--- config.mk ---
export PLATFORM = sky130hd
export DESIGN_NAME = timer_tick_gen
export DESIGN_NICKNAME = d
export VERILOG_FILES = /design/src/rtl/timer_tick_gen_pkg.sv /design/src/rtl/timer_tick_gen_sync_edge_det.sv /design/src/rtl/timer_tick_gen.sv
export SDC_FILE = /design/constraint.sdc
export NUM_CORES = 1
export LEC_CHECK = 0
export ABC_CLOCK_PERIOD_IN_PS = 1600
export CORE_AREA = 2 2 39 41
export CTS_CLUSTER_DIAMETER = 40
export DETAILED_ROUTE_END_ITERATION = 8
export DIE_AREA = 0 0 41 43
export PLACE_DENSITY = 0.48
export SYNTH_ARGS = -nofsm -noshare
export SYNTH_HDL_FRONTEND = slang
export SYNTH_SLANG_ARGS = --single-unit
--- constraint.sdc ---
create_clock -name i_pclk -period 1.6 [get_ports i_pclk]
set_input_delay 0.24 -clock i_pclk [delete_from_list [all_inputs] [get_ports i_pclk]]
set_output_delay 0.24 -clock i_pclk [all_outputs]
set_load 0.1 [all_outputs]
--- src/rtl/timer_tick_gen_pkg.sv ---
// Shared timer definitions: clk_sel encodings, tick periods and the default select width.
package timer_tick_gen_pkg;

    localparam int DEFAULT_SEL_W = 2;

    typedef enum logic [1:0] {
        CLK_SEL_DIV2  = 2'b00,
        CLK_SEL_DIV4  = 2'b01,
        CLK_SEL_DIV8  = 2'b10,
        CLK_SEL_DIV16 = 2'b11
    } clk_sel_e;

    localparam int PER_CLK_2  = 2;
    localparam int PER_CLK_4  = 4;
    localparam int PER_CLK_8  = 8;
    localparam int PER_CLK_16 = 16;

endpackage

--- src/rtl/timer_tick_gen_sync_edge_det.sv ---
// Two-flop synchronizer plus edge register; o_rise is high for one pclk per rising edge of i_async.
module timer_tick_gen_sync_edge_det (
    input  logic i_clk,
    input  logic i_rst,
    input  logic i_async,
    output logic o_rise
);

    logic r_sync1;
    logic r_sync2;
    logic r_sync3;

    always_ff @(posedge i_clk) begin
        if (i_rst) begin
            r_sync1 <= 1'b0;
            r_sync2 <= 1'b0;
            r_sync3 <= 1'b0;
        end else begin
            r_sync1 <= i_async;
            r_sync2 <= r_sync1;
            r_sync3 <= r_sync2;
        end
    end

    assign o_rise = r_sync2 & ~r_sync3;

endmodule

--- src/rtl/timer_tick_gen.sv ---
// Prescaler feeding the timer counter: one-pclk cnt_tick every 2^(clk_sel+1) counts.
// Optional external count source enabled with macro TIMER_EXT_CLK_EN.
module timer_tick_gen
    import timer_tick_gen_pkg::*;
#(
    parameter int SEL_W = DEFAULT_SEL_W,
    parameter int DIV_W = 4
) (
    input  logic             i_pclk,
    input  logic             i_preset,
    input  logic             i_en,
    input  logic [SEL_W-1:0] i_clk_sel,
    input  logic             i_div_clr,
`ifdef TIMER_EXT_CLK_EN
    input  logic             i_ext_clk,
    input  logic             i_ext_sel,
`endif
    output logic             o_cnt_tick,
    output logic [DIV_W-1:0] o_div_cnt
);

    logic [DIV_W-1:0] r_div_cnt;
    logic             r_cnt_tick;
    logic [SEL_W-1:0] r_sel_q;
    logic             r_en_q;

    logic [SEL_W:0]   w_shamt;
    logic [DIV_W-1:0] w_one;
    logic [DIV_W-1:0] w_tc;
    logic             w_restart;
    logic             w_advance;

    // Shift amount carries an extra bit so clk_sel=11 shifts by 4, not 0.
    assign w_shamt = {1'b0, i_clk_sel} + {{SEL_W{1'b0}}, 1'b1};
    assign w_one   = {{(DIV_W-1){1'b0}}, 1'b1};
    assign w_tc    = (w_one << w_shamt) - w_one;

`ifdef TIMER_EXT_CLK_EN
    logic r_ext_sel_q;
    logic w_base_pulse;

    timer_tick_gen_sync_edge_det u_sync_edge_det (
        .i_clk   (i_pclk),
        .i_rst   (i_preset),
        .i_async (i_ext_clk),
        .o_rise  (w_base_pulse)
    );

    always_ff @(posedge i_pclk) begin
        if (i_preset) begin
            r_ext_sel_q <= 1'b0;
        end else begin
            r_ext_sel_q <= i_ext_sel;
        end
    end

    assign w_restart = (i_en & ~r_en_q)
                     | (i_en & (i_clk_sel != r_sel_q))
                     | (i_en & (i_ext_sel != r_ext_sel_q));
    assign w_advance = ~i_ext_sel | w_base_pulse;
`else
    assign w_restart = (i_en & ~r_en_q) | (i_en & (i_clk_sel != r_sel_q));
    assign w_advance = 1'b1;
`endif

    always_ff @(posedge i_pclk) begin
        if (i_preset) begin
            r_div_cnt  <= '0;
            r_cnt_tick <= 1'b0;
            r_sel_q    <= '0;
            r_en_q     <= 1'b0;
        end else begin
            r_sel_q <= i_clk_sel;
            r_en_q  <= i_en;
            if (i_div_clr || !i_en || w_restart) begin
                r_div_cnt  <= '0;
                r_cnt_tick <= 1'b0;
            end else if (w_advance) begin
                if (r_div_cnt == w_tc) begin
                    r_div_cnt  <= '0;
                    r_cnt_tick <= 1'b1;
                end else begin
                    r_div_cnt  <= r_div_cnt + w_one;
                    r_cnt_tick <= 1'b0;
                end
            end else begin
                r_cnt_tick <= 1'b0;
            end
        end
    end

    assign o_cnt_tick = r_cnt_tick;
    assign o_div_cnt  = r_div_cnt;

endmodule

# Yosys cells after proc, flatten, opt, wreduce, memory -nomap -nowiden
# Cells that the tools add are included.
[word_totals]
ff_bits = 8
output_inout_bits = 5
elab_cells = 20
inputBits = 6
[classes]
bitwise_logic = 4
mux = 1
n_reduce_logical = 5
shift = 1
n_eq_ne = 2
n_addsub = 3
[op_table]
columns = ["op", "n"]
rows = [
  ["adder 4 x 1 -> 4 bit (second input constant)", 1],
  ["equality test 4 bit", 1],
  ["left shift 1 x 3 -> 4 bit (first input constant)", 1],
  ["subtractor 4 x 1 -> 4 bit (second input constant)", 1],
  ["adder 2 x 1 -> 3 bit (second input constant)", 1],
  ["OR reduction 3 bit", 1],
  ["AND 1 bit", 2],
  ["logical OR 1 bit", 2],
  ["!= test 2 bit", 1],
  ["OR reduction 2 bit", 1],
  ["zero test 1 bit", 1],
  ["2-to-1 mux 1 bit", 1],
  ["inverter 1 bit", 1],
  ["OR 1 bit", 1],
]

# Longest topological paths before layout
# Gate-level depths: netlist of run 1.
[depth]
word_depth = 5
ltp_mapped = 3
mapped_depth_nobuf = 3

# Least setup slack after synthesis of run 1
# Ideal clock, no wire load.
[synth_timing]
path_kind = "reg-to-reg"
start = "register r_div_cnt[2], in the netlist o_div_cnt[2]"
end = "register r_div_cnt[1], in the netlist o_div_cnt[1]"
path_slack_ps = -157
n_path_buf = 0
synth_period_minus_slack_ps = 1757
required_time_ps = 1504
setup_time_ps = 96
arrival_time_ps = 1661
stages_incl_launch_ff = 4
path_cell_list = "dfxtp_1 -> or3b_4 -> a211oi_4 -> nor4b_1"
[synth_between]
elab_chain_len = 2
[synth_rtl]
columns = ["element", "line_no", "source"]
rows = [
  ["from (decl)", "timer_tick_gen.sv:22", "logic [DIV_W-1:0] r_div_cnt;"],
  ["from (signal assigned)", "timer_tick_gen.sv:83", "r_div_cnt <= r_div_cnt + w_one;"],
  ["equality test 4 bit", "timer_tick_gen.sv:79", "if (r_div_cnt == w_tc) begin"],
  ["OR reduction 3 bit (no source line)", "-", ""],
]
# No other way between the ends.
# A chain may end at the register's enable or synchronous reset.

# Worst setup path after layout of run 1
[layout_timing]
start = "input port i_clk_sel[0]"
end = "register r_div_cnt[2], in the netlist o_div_cnt[2]"
[layout_between]
elab_chain_len = 5
elab_cells_between_ends = 9
cone_classes = "2 x add/sub; 2 x eq/ne; 1 x shift; 2 x bitwise; 2 x reduce/logical"
[layout_rtl]
columns = ["element", "line_no", "source"]
rows = [
  ["from (decl)", "timer_tick_gen.sv:12", "input logic [SEL_W-1:0] i_clk_sel,"],
  ["adder 2 x 1 -> 3 bit or != test 2 bit (tied branches)", "timer_tick_gen.sv:34, timer_tick_gen.sv:62", ""],
  ["left shift 1 x 3 -> 4 bit or AND 1 bit (tied branches)", "timer_tick_gen.sv:36, timer_tick_gen.sv:62", ""],
  ["subtractor 4 x 1 -> 4 bit or OR 1 bit (tied branches)", "timer_tick_gen.sv:36, timer_tick_gen.sv:62", ""],
  ["equality test 4 bit or logical OR 1 bit (tied branches)", "timer_tick_gen.sv:79, timer_tick_gen.sv:75", ""],
  ["OR reduction 3 bit (no source line) (*)", "-", ""],
]
# Mark *: on every way between the ends. The rest lies on a longest branch, timed or not.

==> results of run 1 <==
## worst paths after layout
kind	from	endpoint	slack (ns)	cells past startpoint
max	i_clk_sel[0]	o_div_cnt[2]	0.21	4
min	o_div_cnt[0]	o_div_cnt[0]	0.48	1
max reg2reg	o_div_cnt[2]	o_div_cnt[2]	0.29	3
min reg2reg	o_div_cnt[0]	o_div_cnt[0]	0.48	1
## cell usage in the layout, fill, tap and decap left out
master	n
a211oi_4	1
buf_12	5
buf_4	3
clkbuf_4	3
clkdlybuf4s50_1	5
dfxtp_1	4
dfxtp_2	4
ha_1	1
nand2_1	1
nand3_1	1
nand3b_1	1
nand4_1	2
nor2_1	1
nor2b_1	4
nor3_1	1
nor3b_1	1
nor4_1	2
nor4b_1	1
o21ba_1	1
o2bb2ai_1	1
or3b_4	1
xnor2_1	3
xor2_1	1
## Yosys cell counts (all sizes together)
| master | instances | area share (%) |
|---|---|---|
| or3b | 1 | 3.2 |
| xnor2 | 3 | 7.5 |
| nor2 | 1 | 1.1 |
| nor4b | 1 | 2.5 |
| nor3b | 1 | 2.2 |
| nor4 | 2 | 3.6 |
| nor2b | 4 | 7.2 |
| a211oi | 1 | 5.7 |
| nand2 | 1 | 1.1 |
| xor2 | 1 | 2.5 |
| dfxtp | 8 | 46 |
| nand3 | 1 | 1.4 |
| o2bb2ai | 1 | 2.5 |
| nor3 | 1 | 1.4 |
| nand3b | 1 | 2.2 |
| ha | 1 | 3.6 |
| o21ba | 1 | 2.9 |
| nand4 | 2 | 3.6 |
## metrics by stage
| stage | hold WS, ns | setup TNS [ns] | std cells | total power [mW] | setup slack, ns |
|---|---|---|---|---|---|
| 3_3_place_gp | 0.469 | -0.0404 | 61 | 0.245 | -0.0191 |
| 6_report | 0.478 | 0 | 64 | 0.388 | 0.210 |
| 4_1_cts | 0.485 | 0 | 64 | 0.399 | 0.214 |
| 3_5_place_dp | 0.472 | -0.164 | 61 | 0.245 | -0.0452 |
| 5_1_grt | 0.509 | 0 | 64 | 0.409 | 0.0477 |
| 2_1_floorplan | 0.312 | 0 | 32 | 0.223 | 0.148 |
## kinds of logic (layout without fill, tap and decap cells)
group	count (synthesis)	after routing	share of synthesized area, %
and+or+nand+nor	16	16	29.4
AOI/OAI and AO/OA	3	3	11.1
adders and majority gates	1	1	3.58
buffers and inverters	0	16	0
xor gates and xnor gates	4	4	10.0
DFF	8	8	45.9
## power by group through the flow
| stage | Sequential [mW] | Clock (mW) | Combinational, mW |
|---|---|---|---|
| after floorplan | 0.211 | 0 | 0.0126 |
| after global placement | 0.210 | 0 | 0.0353 |
| after detailed placement | 0.209 | 0 | 0.0358 |
| after CTS | 0.205 | 0.158 | 0.0359 |
| after global routing | 0.205 | 0.164 | 0.0389 |
| final | 0.205 | 0.147 | 0.0354 |
## metal layers
metal	wire [µm]	share of wire, %	up-vias
met2	313	51	8
met1	252	41	135
met5	0	0	-
li1	-	-	150
met4	4	0.65	0
met3	45	7.3	2
## cell type report
type | instances | area (µm²)
clock buffers | 3 | 22.5
fillers | 135 | 815
multi-input cells | 24 | 189
flip-flops and latches | 8 | 165
well taps | 16 | 20.0
repair buffers | 13 | 173
## state kept, by name, indices dropped and copies added, names as in the netlist
signal and flops:
r_sel_q 2, o_div_cnt 4, r_en_q 1, o_cnt_tick 1
==> qor.yml, run 1 <==
global_route:
  overflow: 0
  grt_pass1_vias: 280
  use_met2_pct: 13.4
  grt-busiest-layer: "met2"
  grtUsageTotal_pct: 9.88
  grtUsageMet3_pct: 5.24
  antenna_found_initial: 0
  grt_max_degree: 8
  grt_pass1_wl_um: 1150
  grtUsageMet1_pct: 11.7
synthesis:
  synth_area_um2: 349
  avgSynthCellArea_um2: 10.9
  syn_nets: 39
  synth-seq-cells: 8
  ys_seq_area_share_pct: 45.9
  yosysWarnings: 0
  synthDistinctLibCells: 18
  syn_inst: 32
power_and_ir_drop:
  p_int_mw: 0.313
  power.density_mw_per_mm2: 682
  swShare_pct: 19.5
  pwr-share-comb_pct: 9.1
  sequentialPowerShare_pct: 52.9
  netSwitchingPower_mw: 0.0755
  ir_drop_mv: 0.399
  clock_power_share_pct: 38.0
  p_leak_nw: 0.218
setup_path:
  worstSetupEndpointType: "flop"
  crit_chain: "clkdlybuf4s50_1 > or3b_4 > a211oi_4 > nor4_1"
  cp-start-kind: "input port"
  cp_max_fo: 4
  arrival_ns: 1.50
  critPathMaxStageDelay_ns: 0.48
  worstSetupPathType: "in2reg"
  cp_num_buf_inv: 1
  crit_family: "buffers and inverters"
  crit_required_ns: 1.71
  cp_slowest_cell: "clkdlybuf4s50_1"
drt:
  totalWireLength_um: 615
  drt-initial-drc-count: 3
  wire_per_inst_um: 9.61
  drtAntennaViolNets: 0
  vias: 295
  drc: 0
  viasPerCell: 4.61
  firstDrtPassIters: 2
sta:
  rsz0062_at_grt: "no"
  hold_viol: 0
  period_minus_slack_ns: 1.39
  tightestPinTransition_ns: 0.311
  slew_headroom_pct: 79.3
  slew_viol_final: 0
  fin_crit_sh_pct: 86.9
  setup_viol: 0
  clock_skew_ns: 0.00455
  max_freq_ghz: 0.719
place:
  gp_congestion: 0.659
  hpwl_um: 518
  place_area_um2: 547
  port_buffers: 10
final_layout:
  diodes: 0
  area_delta_synth_final_pct: 63.1
  final_area_um2: 569
  nets: 57
  final_core_util_pct: 41.1
  drive_gt1_share_pct: 35.4
clocking:
  clkTransAtPathRegs_ns: 0.05
  numCtsBuffers: 3
  cts_repair_resize_count: 0
  cts_tree: "yes"
  cts-root-buf: "clkbuf_4"
  clock_latency_ns: 0.24
  htree_levels: 1
  cts_hold_buf: 0
  post_cts_buffers: 0
  numClockSinks: 8
  cts.path.max_buffers: 2
die:
  core_mm2: 0.00138
  ioPinCount: 11
  start_util_pct: 25.2
  rows: 14
  die_area_mm2: 0.00176
  die_x_um: 41
  die_h_um: 43
status:
  outcome: "finished, final reports clean"
flow_run:
  cap_violations: 0
hold_path:
  hp-class: "reg2reg"
Power figures use the tool's default switching activity.
==> run 2: changes to the inputs <==
SETUP_SLACK_MARGIN = 0.3   (was default)
==> run 2 against run 1 <==
Net effect: register-to-register slack gained 0.05 ns; sequential cell count unchanged; total power up 4.9%; first-iteration DRC count fell by 33%; critical path type is now reg2reg.
==> qor.yml, run 2 (synthesis gave the netlist of run 1 again) <==
die:
  start_util_pct: 25.2  # unchanged
  rows: 14  # unchanged
  die_h_um: 43  # unchanged
  die_area_mm2: 0.00176  # unchanged
  ioPinCount: 11  # unchanged
  core_mm2: 0.00138  # unchanged
  die_x_um: 41  # unchanged
power_and_ir_drop:
  power.density_mw_per_mm2: 648  # was 682 mW/mm²
  p_leak_nw: 0.247  # was 0.218 nW
  total_power_mw: 0.407  # was 0.388 mW
  ir_drop_mv: 0.395  # was 0.399 mV
final_layout:
  final_area_um2: 628  # was 569 µm²
  area_delta_synth_final_pct: 79.9  # was 63.1%
  largest_reg_flops: 4  # unchanged
  final_core_util_pct: 45.4  # was 41.1%
  diodes: 0  # unchanged
  finalNonFillerCells: 70  # was 64
  final_cell_mix: "buf_4 (8), buf_12 (5), nor2b_1 (4), dfxtp_1 (4)"  # was clkdlybuf4s50_1 (5), buf_12 (5), nor2b_1 (4), dfxtp_1 (4), dfxtp_2 (4)
  nets: 62  # was 57
  final_common_cell: "buf_4"
  drive_gt1_share_pct: 44.4  # was 35.4%
clocking:
  cts_tree: "yes"  # unchanged
  clock_latency_ns: 0.25  # was 0.24 ns
  htree_levels: 1  # unchanged
  cts.path.max_buffers: 2  # unchanged
  numClockSinks: 8  # unchanged
  numCtsBuffers: 3  # unchanged
  cts-root-buf: "clkbuf_4"  # unchanged
  clkTransAtPathRegs_ns: 0.06  # was 0.05 ns
place:
  dpl.cell_count: 62  # was 61
  port_buffers: 10  # unchanged
  place_area_um2: 562  # was 547 µm²
  gp_congestion: 0.667  # was 0.659
drt:
  top_layer: "met3"  # was met4
  drt-initial-drc-count: 2  # was 3
  totalWireLength_um: 658  # was 615 µm
  wl_met1_um: 281  # was 252 µm
  viasPerCell: 4.41  # was 4.61
  wl_met2_um: 338  # was 313 µm
  drc: 0  # unchanged
  met3_length_um: 38  # was 45 µm
  drtAntennaViolNets: 0  # unchanged
  wire_per_inst_um: 9.40  # was 9.61 µm
  firstDrtPassIters: 2  # unchanged
  vias: 309  # was 295
setup_path:
  cp-start-kind: "flop"  # was input port
  crit_required_ns: 1.80  # was 1.71 ns
  cp_max_fo: 7  # was 4
  worstSetupPathType: "reg2reg"  # was in2reg
  worstSetupEndpointType: "flop"  # unchanged
  arrival_ns: 1.46  # was 1.50 ns
  worstReg2RegEnd: "o_cnt_tick"  # was o_div_cnt[2]
  r2r_cells: 3  # unchanged
  timing.rr.start: "o_div_cnt[2]"  # unchanged
  r2r_setup_slack_ns: 0.34  # was 0.29 ns
sta:
  hold_viol: 0  # unchanged
  clock_skew_ns: 0.00365  # was 0.00455 ns
  rsz0062_at_grt: "yes"  # was no
  tightestPinTransition_ns: 0.364  # was 0.311 ns
  setup_viol: 0  # unchanged
  period_minus_slack_ns: 1.26  # was 1.39 ns
  hold_ws_ns: 0.461  # was 0.478 ns
  fin_crit_sh_pct: 78.6  # was 86.9%
  max_freq_ghz: 0.795  # was 0.719 GHz
  slew_headroom_pct: 75.7  # was 79.3%
  slew_viol_final: 0  # unchanged
hold_path:
  hold_depth: 1  # unchanged
  min_from: "o_div_cnt[0]"  # unchanged
  hold_end: "o_div_cnt[0]"  # unchanged
  hp-class: "reg2reg"  # unchanged
global_route:
  grt_pass1_wl_um: 1190  # was 1150 µm
  grt_pass1_vias: 302  # was 280
  grtUsageTotal_pct: 10.8  # was 9.88%
  antenna_found_initial: 0  # unchanged
  overflow: 0  # unchanged
  grt_max_degree: 8  # unchanged
status:
  outcome: "finished, final reports clean"  # unchanged
flow_run:
  cap_violations: 0  # unchanged
run 2: cell count changes in the layout (fill, tap and decap cells not counted):
cell / previous run / this run
nor4_1: 2 / 1
nor4b_2: 0 / 1
nor4_2: 0 / 1
buf_4: 3 / 8
dfxtp_2: 4 / 1
clkbuf_1: 0 / 1
nor4b_1: 1 / 0
clkdlybuf4s50_1: 5 / 3
dlygate4sd2_1: 0 / 2
dfxtp_4: 0 / 3
run 2: where the power goes:
group / switching (mW) / total [mW] / internal (mW) / leakage, nW
Clock: 0.0734 / 0.169 / 0.0957 / 0.0150
Combinational: 0.0126 / 0.0376 / 0.0251 / 0.164
Sequential: 0.00184 / 0.200 / 0.198 / 0.0682
run 2: stage by stage:
| step | setup TNS, ns | setup WS [ns] |
|---|---|---|
| after floorplan | 0 | 0.297 |
| after global placement | -0.00753 | -0.00753 |
| after detailed placement | -0.116 | -0.0490 |
| after CTS | 0 | 0.304 |
| after global routing | 0 | 0.291 |
| final | 0 | 0.342 |
run 2: routing by layer:
layer	vias up	track usage (%)
met5	-	0
met1	139	12.1
met2	8	14.4
met3	0	4.71
li1	162	-
met4	0	10.0
run 2: cell type report:
cell class                      instances  area (µm²)
Multi-Input combinational cell         24         201
Clock buffer                            4        26.3
Sequential cell                         8         173
Fill cell                             140         756
Tap cell                               16        20.0
Timing Repair Buffer                   18         208
run 2: worst max-delay path, stage by stage (launching register included):
cell,delay [ns]
dfxtp_4,0.36
or3b_4,0.38
a211oi_4,0.29
o21ba_1,0.16
run 2: how the worst max path moves through the flow:
stage                       from      endpoint  slack, ns  cells past startpoint
finish              o_div_cnt[2]    o_cnt_tick       0.34                      3
global route        o_div_cnt[2]    o_cnt_tick       0.29                      3
CTS                 o_div_cnt[2]    o_cnt_tick       0.30                      3
detailed placement  i_clk_sel[0]  o_div_cnt[1]      -0.05                      5
global placement    i_clk_sel[0]    o_cnt_tick     -0.008                      4
floorplan           o_div_cnt[2]  o_div_cnt[1]       0.30                      3
run 2: timing repair:
action	4_1_cts	5_1_grt
pin swaps	3	2
hold buffers	0	0
resized for setup	3	1
gates cloned	0	0
endpoints found under the setup margin	4	4
setup buffers	1	3
==> run 3: changes to the inputs <==
ABC_CLOCK_PERIOD_IN_PS = 1100   (was 1600)
PLACE_DENSITY = 0.5   (was 0.48)
clock period = 1.1 ns   (was 1.6 ns; I/O delays follow)
==> run 3 against run 2 <==
Net effect: fmax up 5.7%; cell area increased by 2.6%; highest routed layer unchanged; hold slack got worse by 0.092 ns; critical path depth did not move; the run now ends with setup timing left; sequential share of layout area increased by 0.083 points.
==> qor.yml, run 3 (synthesis gave the netlist of run 1 again) <==
status:
  outcome: "finished with violations"  # was finished, final reports clean
  violations: "setup timing"
drt:
  drc: 0  # unchanged
  firstDrtPassIters: 4  # was 2
  drt-initial-drc-count: 3  # was 2
  totalWireLength_um: 696  # was 658 µm
  drtAntennaViolNets: 0  # unchanged
  viasPerCell: 4.43  # was 4.41
  wire_per_inst_um: 10.1  # was 9.40 µm
  vias: 306  # was 309
sta:
  tns_ns: -0.317  # was 0 ns
  slew_viol_final: 0  # unchanged
  hold_viol: 0  # unchanged
  tightestPinTransition_ns: 0.246  # was 0.364 ns
  slew_headroom_pct: 83.6  # was 75.7%
  layout_setup_ws_ns: -0.0903  # was 0.342 ns
  hold_ws_ns: 0.369  # was 0.461 ns
  setup_viol: 4  # was 0
  clock_skew_ns: 0.00264  # was 0.00365 ns
  max_freq_ghz: 0.840  # was 0.795 GHz
  fin_crit_sh_pct: 108  # was 78.6%
  rsz0062_at_grt: "yes"  # unchanged
  period_minus_slack_ns: 1.19  # was 1.26 ns
die:
  die_x_um: 41  # unchanged
  start_util_pct: 25.2  # unchanged
  core_mm2: 0.00138  # unchanged
  ioPinCount: 11  # unchanged
  rows: 14  # unchanged
  die_h_um: 43  # unchanged
  die_area_mm2: 0.00176  # unchanged
setup_path:
  critPathMaxStageDelay_ns: 0.38  # about the same
  worstSetupEndpointType: "flop"  # unchanged
  crit_family: "simple AND/OR/NAND/NOR gates"  # was compound AO/OA/AOI/OAI gates
  cp_slowest_cell: "or3b_4"  # unchanged
  arrival_ns: 1.32  # was 1.46 ns
  worstSetupPathType: "reg2reg"  # unchanged
  crit_chain: "or3b_4 > a211oi_4 > nor4_1"  # was or3b_4 > a211oi_4 > o21ba_1
  cp-start-kind: "flop"  # unchanged
  cp_num_buf_inv: 0  # unchanged
  cp_max_fo: 4  # was 7
  crit_required_ns: 1.23  # was 1.80 ns
place:
  gp_congestion: 0.697  # was 0.667
  port_buffers: 10  # unchanged
  hpwl_um: 575
power_and_ir_drop:
  p_leak_nw: 0.262  # was 0.247 nW
  ir_drop_mv: 0.454  # was 0.395 mV
  power.density_mw_per_mm2: 920  # was 648 mW/mm²
global_route:
  overflow: 0  # unchanged
  antenna_found_initial: 0  # unchanged
  grt_pass1_vias: 314  # was 302
  grt_max_degree: 7  # was 8
  grtUsageTotal_pct: 11.6  # was 10.8%
  grt_pass1_wl_um: 1320  # was 1190 µm
final_layout:
  nets: 61  # was 62
  fillCellCount: 135  # was 140
  drive_gt1_share_pct: 52.8  # was 44.4%
  area_delta_synth_final_pct: 84.6  # was 79.9%
  multi_input_area_um2: 215  # was 201 µm²
  final_cell_mix: "buf_12 (5), buf_4 (5), dlygate4sd2_1 (4), dfxtp_4 (4), clkbuf_4 (3)"  # was buf_4 (8), buf_12 (5), nor2b_1 (4), dfxtp_1 (4)
  register_area_um2: 178  # was 173 µm²
  diodes: 0  # unchanged
  largest_reg_flops: 4  # unchanged
clocking:
  numClockSinks: 8  # unchanged
  clkTransAtPathRegs_ns: 0.06  # about the same
  htree_levels: 1  # unchanged
  cts-root-buf: "clkbuf_4"  # unchanged
  clock_latency_ns: 0.25  # about the same
  cts_hold_buf: 0  # unchanged
  numCtsBuffers: 3  # unchanged
  cts.path.max_buffers: 2  # unchanged
  cts_tree: "yes"  # unchanged
flow_run:
  cap_violations: 0  # unchanged
hold_path:
  hp-class: "in2reg"  # was reg2reg
[run 3: cell types whose count changed in the layout (fill, tap and decap cells not counted), sizes merged]
cell / before / now
buf: 13 / 12
clkdlybuf4s50: 3 / 1
dlygate4sd2: 2 / 4
[run 3: final cells by class]
class	count	area share, %
clock buffer	4	4.08
multi-input combinational	24	33.4
sequential	8	27.6
tap	16	3.11
timing repair buffer	17	31.8
[run 3: path summary, 6_finish.rpt]
check / from / cells past startpoint / slack [ns] / to
setup / recovery: o_div_cnt[2] / 3 / -0.09 / o_div_cnt[3]
setup reg to reg: o_div_cnt[2] / 3 / -0.09 / o_div_cnt[3]
hold reg to reg: o_div_cnt[0] / 1 / 0.46 / o_div_cnt[0]
hold / removal: i_preset / 3 / 0.37 / r_sel_q[0]
[run 3: worst register-to-register path: stages, from the launching register on]
cell	delay [ns]
dfxtp_4	0.34
or3b_4	0.38
a211oi_4	0.26
nor4_1	0.09
[run 3: through the flow]
step / instances / instance area, µm² / util [%] / total power, mW / setup WS [ns]
4_1_cts: 68 / 622 / 44.9 / 0.608 / -0.116
3_5_place_dp: 64 / 581 / 42.0 / 0.354 / -0.466
3_3_place_gp: 64 / 581 / 42.0 / 0.352 / -0.445
2_1_floorplan: 32 / 365 / - / 0.315 / -0.202
6_report: 69 / 644 / 46.6 / 0.593 / -0.0903
5_1_grt: 69 / 644 / 46.6 / 0.632 / -0.138
[run 3: repair_timing]
| action | in CTS | in global routing |
|---|---|---|
| pin swaps | 6 | 2 |
| resized for setup | 9 | 4 |
| endpoints found under the setup margin | 10 | 10 |
| setup buffers | 0 | 1 |
[run 3: report_power, final]
part,switching [mW],internal [mW]
logic,0.0225,0.0408
registers,0.00297,0.287
clock network,0.101,0.139
[run 3: metal layers]
metal | global-route usage (%) | wire length (µm) | up-vias
met1 | 13.2 | 267 | 140
li1 | - | - | 158
met3 | 4.71 | 40 | 0
met5 | 0 | 0 | -
met2 | 16.9 | 389 | 8
met4 | 8.00 | 0 | 0
